===== src/rtl/tick_sequencer.sv =====
// tick_sequencer: IDLE/RUN/FIN sequencer that issues count-enable pulses to an
// external 2-bit counter every PRESCALE+1 cycles and counts the wraps that
// counter reports through MAX, finishing after WRAPS wraps.
// Optional feature macro: TICK_SEQ_PAUSE_EN adds a PAUSE input that freezes
// the prescaler and suppresses EN while in RUN.
module tick_sequencer #(
    parameter int PS_W  = 4,
    parameter int CNT_W = 4
) (
    input  logic             clk,
    input  logic             rst,
    input  logic             START,
    input  logic             STOP,
    input  logic [PS_W-1:0]  PRESCALE,
    input  logic [CNT_W-1:0] WRAPS,
    input  logic             MAX,
    output logic             EN,
    output logic             BUSY,
    output logic             DONE,
    output logic [CNT_W-1:0] WRAP_CNT
`ifdef TICK_SEQ_PAUSE_EN
    ,
    input  logic             PAUSE
`endif
);

    typedef enum logic [1:0] {
        IDLE = 2'd0,
        RUN  = 2'd1,
        FIN  = 2'd2
    } state_t;

    state_t            state_q, state_d;
    logic [PS_W-1:0]   ps_cnt_q, ps_cnt_d;
    logic [PS_W-1:0]   ps_lat_q, ps_lat_d;
    logic [CNT_W-1:0]  wraps_lat_q, wraps_lat_d;
    logic [CNT_W-1:0]  wrap_cnt_q, wrap_cnt_d;

    logic              ps_hit;
    logic              paused;
    logic              en_int;
    logic [CNT_W-1:0]  wrap_inc;

`ifdef TICK_SEQ_PAUSE_EN
    assign paused = PAUSE;
`else
    assign paused = 1'b0;
`endif

    // Prescaler terminal count is decoded purely from registered state.
    assign ps_hit   = (state_q == RUN) && (ps_cnt_q == ps_lat_q);
    assign en_int   = ps_hit && !paused;
    assign wrap_inc = wrap_cnt_q + CNT_W'(1);

    assign EN       = en_int;
    assign BUSY     = (state_q == RUN);
    assign DONE     = (state_q == FIN);
    assign WRAP_CNT = wrap_cnt_q;

    // State and datapath registers with synchronous active-high reset.
    always_ff @(posedge clk) begin
        if (rst) begin
            state_q     <= IDLE;
            ps_cnt_q    <= '0;
            ps_lat_q    <= '0;
            wraps_lat_q <= '0;
            wrap_cnt_q  <= '0;
        end else begin
            state_q     <= state_d;
            ps_cnt_q    <= ps_cnt_d;
            ps_lat_q    <= ps_lat_d;
            wraps_lat_q <= wraps_lat_d;
            wrap_cnt_q  <= wrap_cnt_d;
        end
    end

    // Next-state and datapath update logic.
    always_comb begin
        state_d     = state_q;
        ps_cnt_d    = ps_cnt_q;
        ps_lat_d    = ps_lat_q;
        wraps_lat_d = wraps_lat_q;
        wrap_cnt_d  = wrap_cnt_q;

        unique case (state_q)
            IDLE: begin
                if (START) begin
                    ps_lat_d    = PRESCALE;
                    wraps_lat_d = WRAPS;
                    wrap_cnt_d  = '0;
                    ps_cnt_d    = '0;
                    state_d     = (WRAPS == '0) ? FIN : RUN;
                end
            end
            RUN: begin
                if (STOP) begin
                    // Abort wins over a same-cycle wrap; that wrap is dropped.
                    state_d = IDLE;
                end else if (!paused) begin
                    ps_cnt_d = ps_hit ? '0 : ps_cnt_q + PS_W'(1);
                    if (en_int && MAX && (wrap_cnt_q != wraps_lat_q)) begin
                        wrap_cnt_d = wrap_inc;
                        if (wrap_inc == wraps_lat_q) begin
                            state_d = FIN;
                        end
                    end
                end
            end
            FIN: begin
                state_d = IDLE;
            end
            default: begin
                state_d = IDLE;
            end
        endcase
    end

endmodule

===== config.mk =====
export PLATFORM = sky130hd
export DESIGN_NAME = tick_sequencer
export DESIGN_NICKNAME = d
export VERILOG_FILES = /design/src/rtl/tick_sequencer.sv
export SDC_FILE = /design/constraint.sdc
export NUM_CORES = 1
export LEC_CHECK = 0
export CAP_MARGIN = 25
export CORE_MARGIN = 10
export CORE_UTILIZATION = 47
export DETAILED_ROUTE_END_ITERATION = 10
export PLACE_DENSITY = 0.82
export SYNTH_ARGS = -nofsm -noshare
export SYNTH_HDL_FRONTEND = slang
export SYNTH_SLANG_ARGS = --single-unit

===== constraint.sdc =====
create_clock -name clk -period 4.4 [get_ports clk]
set_input_delay 1.32 -clock clk [delete_from_list [all_inputs] [get_ports clk]]
set_output_delay 1.32 -clock clk [all_outputs]
set_load 0.03 [all_outputs]

== Yosys cells after proc, flatten, opt, wreduce, memory -nomap -nowiden ==
Cells that the tools add are included.

* $add $sub $neg: 2
* Multipliers: 0
* Div/mod/pow operators: 0
* Magnitude comparators: 0
* Equality and inequality tests: 10
* Shifts and indexed selects: 0
* Muxes and demuxes: 13
* Bitwise gates (word level): 0
* Reductions and logical operators: 10

{| class="wikitable"
|+ Operator list
! kind !! number
|-
| $mux W4 || 5
|-
| $pmux W4 S2 || 2
|-
| $mux W2 || 5
|-
| $add A4 B1 Y4 const B || 2
|-
| $eq A4 B4 Y1 || 2
|-
| $ne A3 B2 Y1 const B || 2
|-
| $reduce_and A3 Y1 || 2
|-
| $logic_not A4 Y1 || 1
|-
| $ne A2 B2 Y1 const B || 2
|-
| $ne A4 B4 Y1 || 1
|-
| $pmux W2 S2 || 1
|-
| $reduce_and A4 Y1 || 1
|-
| $logic_and A1 B1 Y1 || 3
|-
| $eq A2 B1 Y1 const B || 1
|-
| $eq A2 B2 Y1 const B || 1
|-
| $logic_not A2 Y1 || 1
|-
| $ne A2 B1 Y1 const B || 1
|-
| $reduce_and A2 Y1 || 1
|-
| $reduce_bool A2 Y1 || 1
|}

* Bits in registers: 18
* Bits in latches: 0
* Memory bits (writable): 0
* ROM bits: 0
* Input bits: 13
* Logic and storage cells: 40
* Memories kept: 0

== Logic depth before layout (Yosys ltp) ==
* Word-level depth: 7
* Mapped depth: 6
* Gate-level depth less buffers: 6

== Worst setup path before layout ==
OpenSTA, ideal clock, no wires.

* Path type: input to register
* Start point: input port STOP
* End point: register wrap_cnt_q[2], in the netlist WRAP_CNT[2]
* Library setup time: 74 ps
* Arrival time: 2,565 ps
* Data required time: 4,326 ps
* Setup slack: 1,761 ps
* Stages on the path: 5
* Path through: or3b_4 > a41oi_2 > nand3_2 > or4_1 > a31oi_1

* Word-level cells in the longest chain between the ends: 2

{| class="wikitable"
|+ Ends and longest elaborated chain
! element !! RTL line !! RTL
|-
| start, declared || 13 || <nowiki>input logic STOP,</nowiki>
|-
| $ne A2 B2 Y1 (no line) || n/a ||
|-
| $reduce_and A4 Y1 (no line) || n/a ||
|-
| end signal, assigned || 73 || <nowiki>wrap_cnt_q <= wrap_cnt_d;</nowiki>
|-
| end, declared || 37 || <nowiki>logic [CNT_W-1:0] wrap_cnt_q, wrap_cnt_d;</nowiki>
|}

Every way passes these cells.
A chain may end at the register's enable or synchronous reset.

== Final worst setup path ==
* Start point: register ps_cnt_q[2]
* End point: output port EN

* Word-level cells in the longest chain between the ends: 2

{| class="wikitable"
|+ Ends and longest elaborated chain
! element !! RTL line !! RTL
|-
| start, declared || 34 || <nowiki>logic [PS_W-1:0] ps_cnt_q, ps_cnt_d;</nowiki>
|-
| start signal, assigned || 70 || <nowiki>ps_cnt_q <= ps_cnt_d;</nowiki>
|-
| $eq A4 B4 Y1 || 51 || <nowiki>assign ps_hit = (state_q == RUN) && (ps_cnt_q == ps_lat_q);</nowiki>
|-
| $logic_and A1 B1 Y1 || 51 ||
|-
| end, declared || 17 || <nowiki>output logic EN,</nowiki>
|}

Every way passes these cells.

==> impl_metrics.json <==
{
  "layout-area-overhead-vs-synth_pct": 25.9,
  "cts_root_buffer": "clkbuf_4",
  "powerDensity_mw_per_mm2": 283,
  "numClockSinks": 18,
  "postRouteAntennaNets": 0,
  "synth_fp_nets": 129,
  "synth_commonest_cells": "nand2_1 (20), dfxtp_1 (18), a21oi_1 (11)",
  "r2r_slack_ns": 2.53,
  "dpl_cell_area_mm2": 0.00115,
  "synth_edf_count": 0,
  "yosys_warnings": 0,
  "hold_depth": 2,
  "setup_ws_ns": 0.997,
  "slew_headroom": 0.551,
  "rows": 16,
  "rsz0062_at_grt": "false",
  "ctsResizeCount": 0,
  "p_leak_nw": 0.448,
  "antenna_found_initial": 0,
  "cp_slowest_stage_delay_ns": 0.69,
  "die_area_mm2": 0.00421,
  "gr-usage-all-layers": 0.107,
  "fill_cells": 175,
  "syn_inst": 114,
  "cts_buffer_depth": 2,
  "drcViolationCount": 0,
  "nets": 149,
  "timing.rr.start": "state_q[0]$_SDFFE_PP0P_",
  "route.detailed.vias_per_inst": 5.39,
  "place_ws_ns": 1.19,
  "utilization": 0.613,
  "layout-drive-gt1-share": 0.0677,
  "hpwl_mm": 1.68,
  "grt_pass1_vias": 861,
  "timing.final.crit_share": 0.773,
  "hp-class": "flip-flop to flip-flop",
  "netlist_area_um2": 946,
  "cts_hold_repair.buffers": 0,
  "timing_worst_slew_pin_value_ns": 0.671,
  "cts_tree": "built",
  "io_buffers": 19,
  "cpLargestDelayFamily": "buffers and inverters",
  "synthDistinctLibCells": 33,
  "critPathLaunchType": "flip-flop",
  "power_switching_w": 0.0000915,
  "syn_area_per_cell_um2": 8.30,
  "maxCapViolations": 0,
  "cts.reportedPaths.clkPinSlew_ns": 0.11,
  "critPathBufInv": 1,
  "cp_data_arrival_time_ns": 2.08,
  "r2r_cells": 5,
  "hold_path_end": "ps_lat_q[2]$_SDFFE_PP0P_",
  "core-area_mm2": 0.00194,
  "cp-startpoint": "ps_cnt_q[2]$_SDFFE_PP0P_",
  "critical_path_class": "flip-flop to output port",
  "ys_seq_area_frac": 0.381,
  "ys_ff_latch": 18,
  "synth_flop_cell": "dfxtp_1",
  "path_cells": "xor2_1 -> nor3_4 -> and3_1 -> clkdlybuf4s50_1",
  "setup_tns_ns": 0,
  "synth.area.top_cells": "dfxtp_1 (38%), nand2_1 (7.9%), xnor2_1 (6.5%)",
  "htree_levels": 1,
  "die_h_um": 64.9,
  "final_cell_area_mm2": 0.00119,
  "first_pass_iters": 4,
  "cts_setup_buffers": 0,
  "io-pin-count": 20,
  "grt_max_degree": 19,
  "crit_slowest_cell": "clkdlybuf4s50_1",
  "gp_congestion": 0.914,
  "switching_share": 0.271,
  "fin_skew_ns": 0.00321,
  "grt_overflow_total": 0,
  "cp_max_fo": 5,
  "die_x_um": 64.9,
  "required_ns": 3.08,
  "r2r-end": "WRAP_CNT[2]$_SDFFE_PP0P_",
  "timing.final.hold_violations": 0,
  "hold_start": "ps_lat_q[2]$_SDFFE_PP0P_",
  "fmax_mhz": 294,
  "slew_violations": 0,
  "p_seq_frac": 0.515,
  "outcome": "complete, no violations",
  "clkPwrFrac": 0.316,
  "synth_top_area_cell": "dfxtp_1",
  "drt_iter0_markers": 15,
  "yosys.cell_count.top_type": "nand2_1",
  "async_reset_ff_frac": 0,
  "cts_made_buffers": 3,
  "power_frac_comb": 0.169,
  "antennaDiodeCount": 0,
  "fin_crit_ns": 3.40,
  "setup_violations": 0,
  "wl_mm": 2.20,
  "holdWs_ns": 0.478,
  "wl_per_cell_um": 13.7,
  "ir_drop_mv": 0.281,
  "grt_pass1_wl_mm": 3.67,
  "crit_path_end_kind": "output port",
  "vias": 862,
  "insertion_delay_ns": 0.30,
  "netlist.area_leader.share": 0.381,
  "internal-power_w": 0.000246,
  "start_util": 0.487
}
==> cells in the final DEF, fill, tap and decap left out, drive strengths merged <==
cell	Yosys	final
nand2b	2	2
o21bai	1	1
nor2	7	7
a31oi	3	3
xor2	4	4
a211oi	2	2
xnor2	7	7
a21oi	11	11
or3b	1	1
and2b	1	1
nor2b	2	2
nand2	20	20
mux2i	1	1
inv	2	2
ha	2	2
dfxtp	18	18
nor4	1	1
or4	2	2
o21ai	1	1
clkdlybuf4s50	0	19
o21a	1	1
nor3	1	1
and2	2	2
nand3b	1	1
a41oi	1	1
mux2	1	1
a311oi	1	1
nand3	8	8
and3	3	3
clkbuf	3	4
a22oi	1	1
nand4	2	2
==> through the flow <==
stage          instances  total power [W]
2_1_floorplan        114         0.000213
3_3_place_gp         156         0.000233
3_5_place_dp         156         0.000234
5_1_grt              160         0.000349
6_report             160         0.000337
4_1_cts              160         0.000340
==> worst reg2reg max path: stages, from the launching register on <==
cell and delay, ns:
dfxtp_1 0.40, or3b_4 0.43, a41oi_2 0.22, nand3_2 0.16, or4_1 0.43, a31oi_1 0.17
==> final cells by class <==
type | instances | area, um2 | share of cell area
clock buffers | 4 | 36.3 | 0.0305
well taps | 27 | 33.8 | 0.0284
repair buffers | 19 | 190 | 0.160
multi-input cells | 90 | 563 | 0.473
inverters | 2 | 7.51 | 0.00630
flip-flops and latches | 18 | 360 | 0.303
==> registers in the layout, summed over array words and instances (netlist names) <==
name / flops
state_q: 2
ps_cnt_q: 4
WRAP_CNT: 4
wraps_lat_q: 4
ps_lat_q: 4
==> layer usage <==
layer,global-route usage,share of wire
met3,0.0344,0.058
met1,0.116,0.43
met4,0.0455,0.0087
met5,0,0
met2,0.185,0.50
==> cells by family (layout without fill, tap and decap cells) <==
group	Yosys count	after routing	synth area share
and+or+nand+nor	53	53	0.295
AOI/OAI and AO/OA	22	22	0.149
DFF	18	18	0.381
xor gates and xnor gates	11	11	0.102
buffers and inverters	6	25	0.0238
adders and majority gates	2	2	0.0265
muxes	2	2	0.0225
==> worst max path at each step <==
stage,endpoint,slack [ns],depth (start not counted)
after floorplan,WRAP_CNT[2]$_SDFFE_PP0P_,1.76,5
after global placement,WRAP_CNT[2]$_SDFFE_PP0P_,1.27,6
after detailed placement,WRAP_CNT[2]$_SDFFE_PP0P_,1.19,6
final,EN,1.0,4
after CTS,EN,0.98,4
after global routing,EN,0.91,4
==> power by group through the flow <==
stage	registers (W)	clock network [W]	logic, W
finish	0.000174	0.000106	0.0000571
global route	0.000175	0.000112	0.0000624
CTS	0.000174	0.000109	0.0000572
detailed placement	0.000178	0	0.0000569
global placement	0.000177	0	0.0000553
floorplan	0.000177	0	0.0000360
Power figures use the tool's default switching activity.
